--- src/rtl/link_parameter_loader_pkg.sv ---
// ============================================================================
// link_parameter_loader_pkg: shared stage and boundary-condition encodings.
// Rev 1.0
// ============================================================================
`default_nettype none

package link_parameter_loader_pkg;

  localparam int STAGE_WIDTH = 3;

  localparam logic [STAGE_WIDTH-1:0] STAGE_IDLE                = 3'd0;
  localparam logic [STAGE_WIDTH-1:0] STAGE_PARAMETERS_LOADING  = 3'd1;
  localparam logic [STAGE_WIDTH-1:0] STAGE_MEASUREMENT_LOADING = 3'd2;
  localparam logic [STAGE_WIDTH-1:0] STAGE_GROW                = 3'd3;
  localparam logic [STAGE_WIDTH-1:0] STAGE_MERGE               = 3'd4;
  localparam logic [STAGE_WIDTH-1:0] STAGE_PEELING             = 3'd5;
  localparam logic [STAGE_WIDTH-1:0] STAGE_RESULT_VALID        = 3'd6;

  localparam logic [1:0] BC_NONE        = 2'd0;
  localparam logic [1:0] BC_BOUNDARY    = 2'd1;
  localparam logic [1:0] BC_NONEXISTENT = 2'd2;
  localparam logic [1:0] BC_FIFO        = 2'd3;

  function automatic int link_bit_width(input int max_weight);
    return $clog2(max_weight + 1);
  endfunction

  function automatic int ptr_width(input int depth);
    return (depth > 1) ? $clog2(depth) : 1;
  endfunction

endpackage

`default_nettype wire

--- src/rtl/link_parameter_loader_if.sv ---
// ============================================================================
// link_parameter_loader_if: valid/ready parameter word stream into the loader.
// Rev 1.0
// ============================================================================
`default_nettype none

interface link_parameter_loader_if #(
  parameter int LINK_BIT_WIDTH = 2
);
  logic                      in_valid;
  logic                      in_ready;
  logic [LINK_BIT_WIDTH-1:0] in_weight;
  logic [1:0]                in_boundary;

  modport master (output in_valid, in_weight, in_boundary, input in_ready);
  modport slave  (input in_valid, in_weight, in_boundary, output in_ready);
endinterface

`default_nettype wire

--- src/rtl/link_param_mem.sv ---
// ============================================================================
// link_param_mem: register file, synchronous write, asynchronous read.
// Rev 1.0
// ============================================================================
`default_nettype none

module link_param_mem #(
  parameter int DEPTH  = 16,
  parameter int WIDTH  = 4,
  parameter int ADDR_W = 4
) (
  input  wire logic              clk,
  input  wire logic              wr_en,
  input  wire logic [ADDR_W-1:0] wr_addr,
  input  wire logic [WIDTH-1:0]  wr_data,
  input  wire logic [ADDR_W-1:0] rd_addr,
  output logic      [WIDTH-1:0]  rd_data
);

  // Contents are deliberately unreset; a full fill always precedes replay.
  logic [WIDTH-1:0] r_mem [DEPTH];

  always_ff @(posedge clk) begin
    if (wr_en) begin
      r_mem[wr_addr] <= wr_data;
    end
  end

  assign rd_data = r_mem[rd_addr];

endmodule

`default_nettype wire

--- src/rtl/link_parameter_loader.sv ---
// ============================================================================
// link_parameter_loader: buffers per-link parameters, replays them reversed
// into the head of the systolic chain during parameter loading.  Rev 1.0
// ============================================================================
`default_nettype none

module link_parameter_loader
  import link_parameter_loader_pkg::*;
#(
  parameter  int NUM_LINKS      = 16,
  parameter  int MAX_WEIGHT     = 2,
  localparam int LINK_BIT_WIDTH = link_bit_width(MAX_WEIGHT)
) (
  input  wire logic                   clk,
  input  wire logic                   reset,
  input  wire logic [STAGE_WIDTH-1:0] global_stage,
  input  wire logic                   reload,
  link_parameter_loader_if.slave      in_bus,
  output logic [LINK_BIT_WIDTH-1:0]   weight_out,
  output logic [1:0]                  boundary_condition_out,
  output logic                        params_ready,
  output logic                        load_done,
  output logic                        overrun
);

  localparam int PTR_W  = ptr_width(NUM_LINKS);
  localparam int WORD_W = LINK_BIT_WIDTH + 2;

  localparam logic [PTR_W-1:0]          c_LAST       = PTR_W'(NUM_LINKS - 1);
  localparam logic [LINK_BIT_WIDTH-1:0] c_MAX_WEIGHT = LINK_BIT_WIDTH'(MAX_WEIGHT);

  localparam logic [1:0] c_FILL   = 2'd0;
  localparam logic [1:0] c_READY  = 2'd1;
  localparam logic [1:0] c_STREAM = 2'd2;
  localparam logic [1:0] c_DONE   = 2'd3;

  logic [1:0]       r_state;
  logic [PTR_W-1:0] r_wr_ptr;
  logic [PTR_W-1:0] r_rd_cnt;
  logic             r_overrun;
  logic             r_load_done;

  logic                      w_loading;
  logic                      w_write;
  logic                      w_replay;
  logic [LINK_BIT_WIDTH-1:0] w_weight_clamped;
  logic [WORD_W-1:0]         w_wr_data;
  logic [WORD_W-1:0]         w_rd_data;
  logic [PTR_W-1:0]          w_rd_addr;

  assign w_loading        = (global_stage == STAGE_PARAMETERS_LOADING);
  assign w_write          = (r_state == c_FILL) && in_bus.in_valid && !reload;
  assign w_weight_clamped = (in_bus.in_weight > c_MAX_WEIGHT) ? c_MAX_WEIGHT : in_bus.in_weight;
  assign w_wr_data        = {w_weight_clamped, in_bus.in_boundary};
  // Each link shifts onward every loading cycle, so the far end goes first.
  assign w_rd_addr        = c_LAST - r_rd_cnt;
  assign w_replay         = w_loading && ((r_state == c_READY) || (r_state == c_STREAM));

  link_param_mem #(
    .DEPTH  (NUM_LINKS),
    .WIDTH  (WORD_W),
    .ADDR_W (PTR_W)
  ) u_mem (
    .clk     (clk),
    .wr_en   (w_write),
    .wr_addr (r_wr_ptr),
    .wr_data (w_wr_data),
    .rd_addr (w_rd_addr),
    .rd_data (w_rd_data)
  );

  always_ff @(posedge clk) begin
    if (reset) begin
      r_state     <= c_FILL;
      r_wr_ptr    <= '0;
      r_rd_cnt    <= '0;
      r_overrun   <= 1'b0;
      r_load_done <= 1'b0;
    end else begin
      r_load_done <= 1'b0;
      if (reload) begin
        r_state   <= c_FILL;
        r_wr_ptr  <= '0;
        r_rd_cnt  <= '0;
        r_overrun <= 1'b0;
      end else begin
        case (r_state)
          c_FILL: begin
            if (in_bus.in_valid) begin
              if (r_wr_ptr == c_LAST) begin
                r_state  <= c_READY;
                r_wr_ptr <= '0;
              end else begin
                r_wr_ptr <= r_wr_ptr + 1'b1;
              end
            end
          end
          c_READY, c_STREAM: begin
            if (w_loading) begin
              if (r_rd_cnt == c_LAST) begin
                r_state     <= c_DONE;
                r_rd_cnt    <= '0;
                r_load_done <= 1'b1;
              end else begin
                r_state  <= c_STREAM;
                r_rd_cnt <= r_rd_cnt + 1'b1;
              end
            end else begin
              // Early exit keeps the buffer; the next period restarts the replay.
              r_state  <= c_READY;
              r_rd_cnt <= '0;
            end
          end
          default: begin
            if (w_loading) begin
              r_overrun <= 1'b1;
            end else begin
              r_state <= c_READY;
            end
          end
        endcase
      end
    end
  end

  assign in_bus.in_ready        = (r_state == c_FILL);
  assign params_ready           = (r_state != c_FILL);
  assign weight_out             = w_replay ? w_rd_data[WORD_W-1:2] : '0;
  assign boundary_condition_out = w_replay ? w_rd_data[1:0] : 2'd0;
  assign load_done              = r_load_done;
  // Visible in the first surplus loading cycle, then held by the sticky flag.
  assign overrun                = r_overrun | ((r_state == c_DONE) && w_loading);

endmodule

`default_nettype wire

--- src/flat_wrapper.sv ---
// flat-port wrapper written by rule: the top's interface ports become plain ports
module link_parameter_loader_flat import link_parameter_loader_pkg::*;
#(
  parameter  int NUM_LINKS      = 16,
  parameter  int MAX_WEIGHT     = 2,
  localparam int LINK_BIT_WIDTH = link_bit_width(MAX_WEIGHT)
)
  (clk, reset, global_stage, reload, weight_out, boundary_condition_out, params_ready, load_done, overrun, in_bus_in_valid, in_bus_in_weight, in_bus_in_boundary, in_bus_in_ready);
  link_parameter_loader_if in_bus_i ();
  input  wire logic clk;
  input  wire logic reset;
  input  wire logic [STAGE_WIDTH-1:0] global_stage;
  input  wire logic reload;
  output logic [LINK_BIT_WIDTH-1:0] weight_out;
  output logic [1:0] boundary_condition_out;
  output logic params_ready;
  output logic load_done;
  output logic overrun;
  input wire logic [$bits(in_bus_i.in_valid)-1:0] in_bus_in_valid;
  input wire logic [$bits(in_bus_i.in_weight)-1:0] in_bus_in_weight;
  input wire logic [$bits(in_bus_i.in_boundary)-1:0] in_bus_in_boundary;
  output wire logic [$bits(in_bus_i.in_ready)-1:0] in_bus_in_ready;
  assign in_bus_i.in_valid = in_bus_in_valid;
  assign in_bus_i.in_weight = in_bus_in_weight;
  assign in_bus_i.in_boundary = in_bus_in_boundary;
  assign in_bus_in_ready = in_bus_i.in_ready;
  link_parameter_loader #(.NUM_LINKS(NUM_LINKS), .MAX_WEIGHT(MAX_WEIGHT)) u_core (.clk(clk), .reset(reset), .global_stage(global_stage), .reload(reload), .in_bus(in_bus_i), .weight_out(weight_out), .boundary_condition_out(boundary_condition_out), .params_ready(params_ready), .load_done(load_done), .overrun(overrun));
endmodule
--- config.mk ---
export PLATFORM = sky130hd
export DESIGN_NAME = link_parameter_loader_flat
export DESIGN_NICKNAME = d
export VERILOG_FILES = /design/src/rtl/link_parameter_loader_pkg.sv /design/src/rtl/link_parameter_loader_if.sv /design/src/rtl/link_param_mem.sv /design/src/rtl/link_parameter_loader.sv /design/src/flat_wrapper.sv
export SDC_FILE = /design/constraint.sdc
export NUM_CORES = 1
export LEC_CHECK = 0
export ABC_AREA = 1
export CORE_MARGIN = 4
export CORE_UTILIZATION = 45
export DETAILED_ROUTE_END_ITERATION = 8
export GPL_TIMING_DRIVEN = 0
export PLACE_DENSITY_LB_ADDON = 0.3
export SKIP_CTS_REPAIR_TIMING = 1
export SYNTH_ARGS = -nofsm -noshare
export SYNTH_HDL_FRONTEND = slang
export SYNTH_SLANG_ARGS = --single-unit
export TNS_END_PERCENT = 100
--- constraint.sdc ---
create_clock -name clk -period 2.85 [get_ports clk]
set_input_delay 0.7125 -clock clk [delete_from_list [all_inputs] [get_ports clk]]
set_output_delay 0.7125 -clock clk [all_outputs]
set_load 0.05 [all_outputs]
==> flow_metrics.py <==
metrics = {
    "global_route": {
        "antenna_found_initial": 0,
        "grt_usage_pct": 17.2,
        "grt_pass1_vias": 2298,
        "grt_pass1_wl_um": 11400,
        "grt-ovfl-total": 0,
        "grt_max_degree": 17,
    },
    "power_and_ir_drop": {
        "p_int_mw": 1.82,
        "p_clk_share_pct": 43.4,
        "p_leak_nw": 1.57,
        "power_mw": 2.23,
        "swShare_pct": 18.5,
        "combPwrFrac_pct": 2.3,
        "vdd_drop_max_v": 0.000239,
        "powerDensity_nw_per_um2": 562,
        "p_seq_share_pct": 54.3,
        "switchingPower_mw": 0.411,
    },
    "synth": {
        "synth_ff_type": "edfxtp_1",
        "syn_area_per_cell_um2": 9.98,
        "synthSimpleGateAreaFrac_pct": 22.6,
        "yosysSeqAreaShare_pct": 63.2,
        "muxShareOfSynthArea_pct": 0,
        "synth_area_um2": 3420,
        "synth-xor-area-share_pct": 0.256,
        "synth_nets": 362,
        "synthAdderAreaFrac_pct": 2.92,
        "synth_cells": 343,
        "yosysUniqueCellTypes": 23,
        "synth_edf_count": 64,
        "ys_async_sr_fraction_pct": 0,
        "synth-seq-cells": 76,
        "yosys_warnings": 0,
        "synth-compound-area-share_pct": 3.51,
        "synth_top_family_by_area": "simple AND/OR/NAND/NOR gates",
    },
    "timing": {
        "finalCritPeriodShare_pct": 96.3,
        "slew_headroom_pct": 27.9,
        "layout_setup_ws_ps": 106,
        "skew_ps": 7.39,
        "fin_crit_ps": 2740,
        "worstMarginPinSlew_ps": 1080,
        "finalHoldViolCount": 0,
        "drv_slew": 0,
        "fmaxAchievable_mhz": 364,
        "setup_violations": 0,
    },
    "floorplan": {
        "die_area_um2": 9070,
        "core.rowCount": 31,
        "coreArea_um2": 7330,
        "fp.dieH_um": 95.2,
        "die_w_um": 95.2,
        "ios": 19,
        "initial_core_util_pct": 46.7,
    },
    "worst_setup_path": {
        "cp_max_fo": 6,
        "crit_buf_inv": 3,
        "cp.arrival_ps": 2030,
        "slowest_delay_ps": 390,
        "slowest_stage": "clkdlybuf4s50_1",
        "crit_path_end_kind": "output pin",
        "path_class": "in2out",
        "path_cells": "clkdlybuf4s50_1 > nand3b_1 > nor2_4 > inv_1 > a21oi_1 > buf_4",
        "crit_family": "buffers and inverters",
        "cp_data_required_time_ps": 2140,
        "start_kind": "input port",
        "r2r_cells": 6,
        "crit_cells": 6,
    },
    "layout": {
        "fin_cells": 476,
        "final_layout_size_suffix_gt1_share_pct": 10.1,
        "mostFrequentLayoutCell": "nand2_1",
        "design_area_um2": 3970,
        "antenna_cells": 0,
        "nNetsFinal": 391,
        "layout_common_cells": "nand2_1 (102), edfxtp_1 (64), nand3_1 (41)",
        "area_delta_synth_final_pct": 16.0,
        "nFillCells": 647,
        "register_area_um2": 2160,
        "multiInputGateArea_um2": 1010,
    },
    "worst_hold_path": {
        "hp-class": "reg2reg",
        "hold_depth": 2,
    },
    "placement": {
        "port_buffers": 18,
        "dp_hpwl_um": 4830,
        "dp_cells": 460,
        "gp_congestion": 0.875,
        "post-place-ws_ps": -659,
        "placed_cell_area_um2": 3730,
    },
    "cts": {
        "clockBufferDepth": 2,
        "clkTransAtPathRegs_ps": 80,
        "cts_buffers": 9,
        "root_buffer": "clkbuf_8",
        "clk_latency_ps": 340,
        "htreeDepth": 3,
        "cts_tree": "yes",
        "cts.sinks": 76,
    },
    "route": {
        "ant_nets": 0,
        "vias_per_cell": 5.03,
        "drc_errors": 0,
        "drtIter0Drc": 132,
        "num_vias": 2392,
        "firstDrtPassIters": 5,
        "routedWlPerCell_um": 14.6,
        "finalWirelength_um": 6960,
    },
    "run_status": {
        "outcome": "complete, no violations",
    },
    "job": {
        "max_cap_violations": 0,
    },
}
worst register-to-register path, stage by stage (launching register included):
cell and delay, ps:
dfxtp_1 330, inv_1 80, ha_1 180, nand2_1 150, inv_1 170, nand2_1 170
nor3_1 510
layout make-up:
class	count	area share, %
plain buffers	10	2.52
clock buffers	13	4.54
clock inverters	3	1.64
inverters	40	3.97
multi-input cells	217	25.5
flip-flops and latches	76	54.5
well taps	99	3.12
repair buffers	18	4.29
through the flow:
stage               TNS [ps]  util (%)  hold WS, ps
finish                     0      54.2          478
global route           -10.8      54.2          518
CTS                    -2800      54.2          486
detailed placement     -2770      50.8          475
global placement       -2650      50.8          442
floorplan                  0         -          436
worst paths after layout:
path,start,endpoint,slack (ps)
setup / recovery,global_stage[2],boundary_condition_out[1],110
hold / removal,u_core.r_overrun,u_core.r_overrun,480
setup reg to reg,u_core.r_state[0],u_core.u_mem.r_mem[12][1],890
hold reg to reg,u_core.r_overrun,u_core.r_overrun,480
power by group through the flow:
stage	clock [mW]	combinational (mW)	sequential, mW
2_1_floorplan	0	0.0195	1.23
3_3_place_gp	0	0.0503	1.24
3_5_place_dp	0	0.0516	1.24
4_1_cts	0.983	0.0517	1.21
5_1_grt	1.04	0.0566	1.21
6_report	0.969	0.0514	1.21
synth_stat cells (2+ instances only):
master | count | area [um2]
nand2_1 | 102 | 383
edfxtp_1 | 64 | 1920
nand3_1 | 41 | 205
inv_1 | 36 | 135
nor2_1 | 28 | 105
a21oi_1 | 15 | 75.1
dfxtp_1 | 12 | 240
ha_1 | 8 | 100
o21ai_0 | 8 | 40.0
buf_6 | 5 | 56.3
nor3_1 | 5 | 25.0
nand2_2 | 4 | 25.0
inv_2 | 3 | 11.3
buf_4 | 2 | 15.0
nand4_1 | 2 | 12.5
sequential cells by signal, indices dropped and copies added, names as in the netlist:
register,count
u_core.u_mem.r_mem,64
u_core.r_wr_ptr,4
u_core.r_overrun,1
u_core.load_done,1
u_core.r_rd_cnt,4
u_core.r_state,2
cells by family after synthesis:
logic type | Yosys count
AOI/OAI and AO/OA | 24
xor gates and xnor gates | 1
adders and majority gates | 8
buffers and inverters | 50
DFF | 76
and+or+nand+nor | 184
metal layers:
layer	up-vias	wire [um]	global-route usage, %	part of all wire (%)
li1	1193	-	-	-
met1	1132	3020	21.3	43
met2	55	3450	29.4	50
met3	12	362	3.79	5.2
met4	0	121	6.25	1.7
met5	-	0	0	0
Note: power is estimated with default switching activity, not from simulation.
